[config.mk]
export PLATFORM = sky130hd
export DESIGN_NAME = muldiv_ctrl
export DESIGN_NICKNAME = d
export VERILOG_FILES = /design/src/rtl/muldiv_ctrl.sv
export SDC_FILE = /design/constraint.sdc
export NUM_CORES = 1
export LEC_CHECK = 0
export CORE_ASPECT_RATIO = 1.4
export CORE_MARGIN = 4
export CORE_UTILIZATION = 45
export CTS_BUF_LIST = sky130_fd_sc_hd__clkbuf_8 sky130_fd_sc_hd__clkbuf_16
export CTS_CLUSTER_SIZE = 16
export DETAILED_ROUTE_END_ITERATION = 16
export PLACE_DENSITY = 0.66
export SYNTH_ARGS = -nofsm -noshare
export SYNTH_HDL_FRONTEND = slang
export SYNTH_SLANG_ARGS = --single-unit
[constraint.sdc]
create_clock -name clk -period 4.06 [get_ports clk]
set_input_delay 0.406 -clock clk [delete_from_list [all_inputs] [get_ports clk]]
set_output_delay 0.406 -clock clk [all_outputs]
set_load 0.02 [all_outputs]
[src/rtl/muldiv_ctrl.sv]
// Iterative HI/LO multiply/divide unit: radix-2 shift-add multiply,
// restoring divide, sign fix-up in a final cycle, MTHI/MTLO writes.
module muldiv_ctrl (
  input  logic        clk,
  input  logic        rst,
  input  logic        start,
  input  logic [1:0]  op,
  input  logic [31:0] op_a,
  input  logic [31:0] op_b,
  input  logic        flush,
  input  logic        hi_we,
  input  logic        lo_we,
  input  logic [31:0] wdata,
  output logic        busy,
  output logic        done,
  output logic        div_zero,
  output logic [31:0] hi,
  output logic [31:0] lo
);

  typedef enum logic [1:0] {
    S_IDLE = 2'd0,
    S_RUN  = 2'd1,
    S_FIX  = 2'd2
  } state_t;

  state_t      state_q, state_d;
  logic [5:0]  cnt_q, cnt_d;
  logic [63:0] acc_q, acc_d;
  logic [31:0] opnd_q, opnd_d;
  logic        div_q, div_d;
  logic        neg_q, neg_d;
  logic        rneg_q, rneg_d;
  logic [31:0] hi_q, hi_d;
  logic [31:0] lo_q, lo_d;
  logic        done_q, done_d;
  logic        dz_q, dz_d;

  logic        in_signed;
  logic        in_div;
  logic        a_neg;
  logic        b_neg;
  logic [31:0] a_mag;
  logic [31:0] b_mag;
  logic        accept;
  logic        in_dz;

  always_comb begin
    in_signed = ~op[0];
    in_div    = op[1];
    a_neg     = in_signed & op_a[31];
    b_neg     = in_signed & op_b[31];
    a_mag     = a_neg ? (32'd0 - op_a) : op_a;
    b_mag     = b_neg ? (32'd0 - op_b) : op_b;
    accept    = (state_q == S_IDLE) & start & ~flush;
    in_dz     = in_div & (op_b == 32'd0);
  end

  // acc holds {product} for multiply and {remainder, quotient} for divide
  logic [32:0] mul_sum;
  logic [63:0] mul_next;
  logic [32:0] div_sh;
  logic [32:0] div_diff;
  logic [63:0] div_next;

  always_comb begin
    mul_sum  = {1'b0, acc_q[63:32]}
             + {1'b0, acc_q[0] ? opnd_q : 32'd0};
    mul_next = {mul_sum, acc_q[31:1]};
    div_sh   = {acc_q[63:32], acc_q[31]};
    div_diff = div_sh - {1'b0, opnd_q};
    if (div_diff[32]) begin
      div_next = {div_sh[31:0], acc_q[30:0], 1'b0};
    end else begin
      div_next = {div_diff[31:0], acc_q[30:0], 1'b1};
    end
  end

  logic [63:0] prod_fix;
  logic [31:0] quo_fix;
  logic [31:0] rem_fix;

  always_comb begin
    prod_fix = neg_q ? (64'd0 - acc_q) : acc_q;
    quo_fix  = neg_q ? (32'd0 - acc_q[31:0]) : acc_q[31:0];
    rem_fix  = rneg_q ? (32'd0 - acc_q[63:32])
                      : acc_q[63:32];
  end

  always_comb begin
    state_d = state_q;
    cnt_d   = cnt_q;
    acc_d   = acc_q;
    opnd_d  = opnd_q;
    div_d   = div_q;
    neg_d   = neg_q;
    rneg_d  = rneg_q;
    hi_d    = hi_q;
    lo_d    = lo_q;
    done_d  = 1'b0;
    dz_d    = 1'b0;
    unique case (state_q)
      S_IDLE: begin
        if (accept) begin
          if (in_dz) begin
            done_d = 1'b1;
            dz_d   = 1'b1;
          end else begin
            state_d = S_RUN;
            cnt_d   = 6'd0;
            div_d   = in_div;
            neg_d   = a_neg ^ b_neg;
            rneg_d  = a_neg & in_div;
            opnd_d  = in_div ? b_mag : a_mag;
            acc_d   = {32'd0, in_div ? a_mag : b_mag};
          end
        end else begin
          if (hi_we) hi_d = wdata;
          if (lo_we) lo_d = wdata;
        end
      end
      S_RUN: begin
        if (flush) begin
          state_d = S_IDLE;
        end else begin
          acc_d = div_q ? div_next : mul_next;
          cnt_d = cnt_q + 6'd1;
          if (cnt_q == 6'd31) state_d = S_FIX;
        end
      end
      S_FIX: begin
        state_d = S_IDLE;
        if (!flush) begin
          done_d = 1'b1;
          if (div_q) begin
            hi_d = rem_fix;
            lo_d = quo_fix;
          end else begin
            hi_d = prod_fix[63:32];
            lo_d = prod_fix[31:0];
          end
        end
      end
      default: state_d = S_IDLE;
    endcase
  end

  always_ff @(posedge clk) begin
    if (rst) begin
      state_q <= S_IDLE;
      cnt_q   <= 6'd0;
      acc_q   <= 64'd0;
      opnd_q  <= 32'd0;
      div_q   <= 1'b0;
      neg_q   <= 1'b0;
      rneg_q  <= 1'b0;
      hi_q    <= 32'd0;
      lo_q    <= 32'd0;
      done_q  <= 1'b0;
      dz_q    <= 1'b0;
    end else begin
      state_q <= state_d;
      cnt_q   <= cnt_d;
      acc_q   <= acc_d;
      opnd_q  <= opnd_d;
      div_q   <= div_d;
      neg_q   <= neg_d;
      rneg_q  <= rneg_d;
      hi_q    <= hi_d;
      lo_q    <= lo_d;
      done_q  <= done_d;
      dz_q    <= dz_d;
    end
  end

  assign busy     = (state_q != S_IDLE);
  assign done     = done_q;
  assign div_zero = dz_q;
  assign hi       = hi_q;
  assign lo       = lo_q;

endmodule

### Word level (Yosys, flattened, before mapping)

Cells that the tools add are included.

| cells by class | value |
|---|---|
| add/subtract/negate cells | 8 |
| equal/unequal tests | 11 |
| mux-type cells | 37 |
| bitwise gates (word level) | 11 |
| reductions and logical operators | 11 |

Operator list:

| kind | number |
|---|---|
| $mux 32 | 15 |
| $mux 64 | 6 |
| $pmux 32 s2 | 2 |
| $pmux 64 s2 | 1 |
| $sub 1x32->32 const A | 4 |
| $sub 1x64->64 const A | 1 |
| $add 32x32->33 | 1 |
| $sub 33x32->33 | 1 |
| $logic_not 32->1 | 1 |
| $mux 6 | 3 |
| $ne 2x2->1 const B | 7 |
| $pmux 6 s2 | 1 |
| $reduce_and 4->1 | 3 |
| $mux 2 | 4 |
| $add 6x1->6 const B | 1 |
| $and 1x1->1 | 6 |
| $eq 6x5->1 const B | 1 |
| $reduce_and 3->1 | 2 |
| $reduce_bool 2->1 | 3 |
| $not 1->1 | 4 |
| $pmux 2 s2 | 1 |
| $mux 1 | 3 |
| $ne 3x3->1 const B | 1 |
| $eq 2x1->1 const B | 1 |
| 5 further kinds | 5 |

| word-level totals | value |
|---|---|
| flip-flop bits (word level) | 173 |
| bits of input ports | 104 |

### Longest topological paths before layout

| logic depth | value |
|---|---|
| depth in word-level cells | 7 |
| depth in mapped cells | 13 |

### Worst setup path before layout

No wires, ideal clock.

| timing path | value |
|---|---|
| kind | reg2reg |
| start point | reg acc_q[0] |
| end point | reg acc_q[56] |
| data arrival time | 3005 ps |
| required time | 3938 ps |
| setup slack | 933 ps |
| stages on the path, launching flop included | 14 |
| clock period less this slack | 3127 ps |
| cells stage by stage | dfxtp_1 -> inv_1 -> buf_1 -> nor2_1 -> ha_1 -> a21oi_1 -> o21ai_0 -> a221o_1 -> a31o_2 -> a211oi_1 -> o21ai_0 -> a21oi_1 -> xnor2_1 -> a221o_1 |

| between the ends | value |
|---|---|
| longest elaborated chain between the ends | 5 |

RTL lines:

| item | RTL line | text |
|---|---|---|
| start: declaration | 29 | `logic [63:0] acc_q, acc_d;` |
| start signal: assignment | 152 | `acc_q <= 64'd0;` |
| start signal: assignment | 164 | `acc_q <= acc_d;` |
| $mux 32 | 68 | `+ {1'b0, acc_q[0] ? opnd_q : 32'd0};` |
| $add 32x32->33 | 68 |  |
| $mux 64 | 126 | `acc_d = div_q ? div_next : mul_next;` |
| $mux 64 | 123 | `if (flush) begin` |
| $pmux 64 s2 | 102 | `unique case (state_q)` |

No other way between the ends. The select of a mux whose other input is x is not followed.
A chain may end at the register's enable or synchronous reset.

### Worst setup path after layout

| timing path | value |
|---|---|
| start point | reg opnd_q[15] |
| end point | reg acc_q[37] |

| between the ends | value |
|---|---|
| longest elaborated chain between the ends | 5 |

RTL lines:

| item | RTL line | text |
|---|---|---|
| start: declaration | 30 | `logic [31:0] opnd_q, opnd_d;` |
| start signal: assignment | 165 | `opnd_q <= opnd_d;` |
| $sub 33x32->33 | 71 | `div_diff = div_sh - {1'b0, opnd_q};` |
| $mux 64 | 72 | `if (div_diff[32]) begin` |
| $mux 64 | 126 |  |
| $mux 64 | 123 |  |
| $pmux 64 s2 | 102 |  |

No other way between the ends. The select of a mux whose other input is x is not followed.

==> impl_metrics.csv <==
group,metric,value,unit
final_layout,syn2layout_area_growth,19.2,%
power_and_ir_drop,powerDensity,293,mW/mm2
yosys,synthFlopType,"dfxtp_1",
sta,worst_slew_pin_slew,1.10,ns
yosys,synth_edf_count,0,
sta,hold_violations,0,
global_routing,grt_pass1_wl,86600,um
yosys,yosysSeqAreaShare,23.7,%
clock_network,cts_tree,"done",
clock_network,holdBufCountCts,0,
detailed_routing,routed_wl,56700,um
detailed_routing,drt-initial-drc-count,1401,
floorplanning,die_y,221,um
power_and_ir_drop,power_frac_seq,37.0,%
worst_setup_path,reg2reg_to,"acc_q[37]",
floorplanning,die_w,160,um
worst_setup_path,startpoint_type,"flip-flop",
detailed_routing,wire_per_inst,21.8,um
sta,slew_headroom,26.4,%
detailed_routing,drcViolationCount,0,
detailed_routing,via_per_inst,6.10,
final_layout,antennaDiodeCount,0,
run,cap_violations,0,
floorplanning,dieArea,0.0355,mm2
final_layout,fin_nets,2330,
place,portBuffers,170,
yosys,synth_warnings,0,
floorplanning,start_util,45.9,%
place,hpwl,44600,um
yosys,synth_area,0.0146,mm2
place,gp_congestion,1.03,
power_and_ir_drop,p_total,5.11,mW
clock_network,clockRootBuffer,"clkbuf_16",
sta,period_needed,3.52,ns
clock_network,clock_sinks,173,
yosys,synth_cell_types,78,
yosys,ys_ff_latch,173,
power_and_ir_drop,pwr-share-clk,33.1,%
clock_network,cts_max_path_buffers,2,
worst_hold_path,hold_path.class,"in -> reg",
floorplanning,row_count,77,
sta,clock_skew,0.0206,ns
power_and_ir_drop,switchingPower,1.88,mW
global_routing,antenna_found_initial,0,
clock_network,cts_resized,0,
worst_setup_path,end_kind,"flip-flop",
worst_setup_path,crit_path_end,"acc_q[37]",
worst_setup_path,reg2reg_depth,13,
global_routing,grt_max_degree,105,
clock_network,h-tree-depth,4,
power_and_ir_drop,pwr-share-comb,29.8,%
worst_setup_path,path_class,"reg -> reg",
sta,finalSetupViolations,0,
worst_setup_path,cp.arrival,3.83,ns
sta,fin_crit_sh,86.6,%
global_routing,grt_usage,30.8,%
power_and_ir_drop,netSwitchingFraction,36.7,%
global_routing,grt_pass1_vias,15400,
global_routing,overflow,0,
yosys,synthesis.nets,2215,
yosys,syn_inst,2040,
sta,slew_violations,0,
floorplanning,core,0.0319,mm2
sta,clock.fmax,284,MHz
worst_setup_path,r2r_setup_slack,0.54,ns
worst_setup_path,crit_path_max_incr_delay,0.40,ns
yosys,synth.avg_cell_area,7.17,um2
status,status,"finished clean",
power_and_ir_drop,p_int,3.24,mW
yosys,async_flop_share,0,%
floorplanning,ios,171,
worst_setup_path,worstSetupStartpoint,"opnd_q[15]",
clock_network,clkTransAtPathRegs,0.09,ns
sta,setup_tns,0,ns
worst_setup_path,slowest_stage,"dfxtp_1",
sta,grt_setup_unrepaired,"false",
power_and_ir_drop,ir_worst_vdd,0.000220,V
power_and_ir_drop,total_leakage_power,6.77,nW
worst_setup_path,timing.rr.start,"opnd_q[15]",
detailed_routing,antenna_left,0,
worst_setup_path,crit_chain,"inv_1, ha_1, a21oi_1, o21ai_0, a31oi_1, a21boi_0, and4bb_2, xor2_2, buf_12, buf_4, nor2_1, a21oi_1, o21ai_0",
final_layout,drive_above_1_share,6.50,%
clock_network,numCtsBuffers,17,
detailed_routing,via_count,15900,
detailed_routing,drt_first_pass_iters,7,
clock_network,cts_setup_buffers,0,
worst_setup_path,cp.required,4.38,ns
worst_setup_path,path_max_fanout,12,
clock_network,clk_latency,0.46,ns
-- metrics by stage --
step	utilization (%)	cells	area [um2]	setup WS, ns	hold slack (ns)
2_1_floorplan	-	2040	14600	0.933	0.432
4_1_cts	54.7	2602	17400	0.596	0.434
3_5_place_dp	52.8	2570	16800	0.359	0.447
5_1_grt	54.7	2602	17400	0.305	0.464
6_report	54.7	2602	17400	0.543	0.454
3_3_place_gp	52.8	2570	16800	0.324	0.440
-- layout by cell type, fill, tap and decap left out, types with 7 or more instances in the layout --
| cell type | instances |
|---|---|
| mux2i_1 | 55 |
| nand2b_1 | 20 |
| o21ai_0 | 133 |
| o31ai_1 | 27 |
| a311oi_1 | 18 |
| nor2b_1 | 11 |
| xnor2_1 | 83 |
| or4_1 | 12 |
| clkbuf_16 | 17 |
| o2111ai_1 | 7 |
| buf_4 | 60 |
| ha_1 | 69 |
| o211ai_1 | 21 |
| o41ai_1 | 12 |
| or3_1 | 9 |
| nand2_1 | 228 |
| xor2_1 | 88 |
| nor2_1 | 252 |
| nand3_1 | 19 |
| or2_2 | 8 |
| a21o_1 | 29 |
| a21oi_1 | 225 |
| a211oi_1 | 53 |
| dfxtp_1 | 172 |
| o21ai_1 | 29 |
| and2_1 | 12 |
| a31oi_1 | 27 |
| a22oi_1 | 12 |
| clkdlybuf4s50_1 | 168 |
| nand4_1 | 11 |
| and3_1 | 10 |
| o21bai_1 | 8 |
| nor3_1 | 53 |
| nor4_1 | 19 |
| inv_1 | 61 |
-- state kept, by name (all words and copies together), names as in the netlist, 2 cells and up --
signal	count
opnd_q	32
acc_q	64
hi	32
cnt_q	6
state_q	2
lo	32
-- worst min path at each step --
stage | from | to | slack (ns) | depth (start not counted)
floorplan | opnd_q[10] | opnd_q[10] | 0.43 | 2
global placement | opnd_q[5] | opnd_q[5] | 0.44 | 2
detailed placement | opnd_q[2] | opnd_q[2] | 0.45 | 2
CTS | rst | hi[9] | 0.43 | 2
global route | rst | hi[3] | 0.46 | 2
finish | rst | hi[9] | 0.45 | 2
-- cells in the mapped netlist, types with 7 or more instances --
library cell	count	area share (%)
or2_2	8	0.34
o21ai_1	29	0.99
o31ai_1	27	1.4
o21bai_1	9	0.46
nand2b_1	22	0.94
a211oi_1	53	2.7
o21ai_0	133	4.5
and2_1	12	0.51
a22oi_1	12	0.62
mux2i_1	55	3.8
xor2_1	89	5.3
nor3_1	53	1.8
or3_1	9	0.38
inv_1	61	1.6
o41ai_1	12	0.72
xnor2_1	83	5.0
nor2b_1	12	0.51
ha_1	69	5.9
buf_2	7	0.24
a21o_1	29	1.5
nand4_1	11	0.47
a31oi_1	28	1.2
a21oi_1	225	7.7
buf_1	14	0.36
or4_1	12	0.62
a311oi_1	18	1.1
dfxtp_1	173	24
o211ai_1	21	1.1
nand2_1	228	5.8
nor4_1	19	0.81
clkbuf_1	110	2.8
nor2_1	253	6.5
and3_1	10	0.43
o2111ai_1	7	0.42
nand3_1	19	0.65
-- routing by layer --
| metal | vias up | track usage [%] | wire length (um) |
|---|---|---|---|
| li1 | 7579 | - | - |
| met1 | 7491 | 35.4 | 21300 |
| met2 | 619 | 53.4 | 27800 |
| met3 | 187 | 3.74 | 3350 |
| met4 | 0 | 20.0 | 4280 |
| met5 | - | 0 | 0 |
-- layout make-up --
| class | count | area (um2) |
|---|---|---|
| fill | 3120 | 14500 |
| inverter | 61 | 229 |
| tap | 434 | 543 |
| clock buffer | 18 | 439 |
| sequential | 173 | 3460 |
| timing repair buffer | 230 | 2160 |
| clock inverter | 14 | 148 |
| multi-input combinational | 1672 | 10500 |
-- cell families after synthesis --
| family | after synthesis | share of synthesized area (%) |
|---|---|---|
| AO/OA/AOI/OAI | 670 | 28.7 |
| XOR/XNOR | 172 | 10.3 |
| adder cells (fa/ha/maj) | 71 | 6.17 |
| flip-flops | 173 | 23.7 |
| multiplexers | 58 | 3.99 |
| buffers and inverters | 195 | 5.16 |
| AND/OR/NAND/NOR | 701 | 22.1 |
-- worst max-delay path: cells and delay by family (launching register included) --
family | cells | cell delay [ns]
simple gates | 2 | 0.45
fa+ha+maj | 1 | 0.36
compound gates | 6 | 1.33
buf+inv | 3 | 0.46
xor+xnor | 1 | 0.39
flops | 1 | 0.40
-- power groups by stage --
stage	clock network (mW)	registers, mW	logic, mW
3_5_place_dp	0	1.93	1.50
4_1_cts	1.70	1.89	1.51
2_1_floorplan	0	1.94	0.903
3_3_place_gp	0	1.93	1.49
6_report	1.69	1.89	1.53
5_1_grt	1.76	1.91	1.65
No activity file was read; power rests on OpenSTA's default activity.
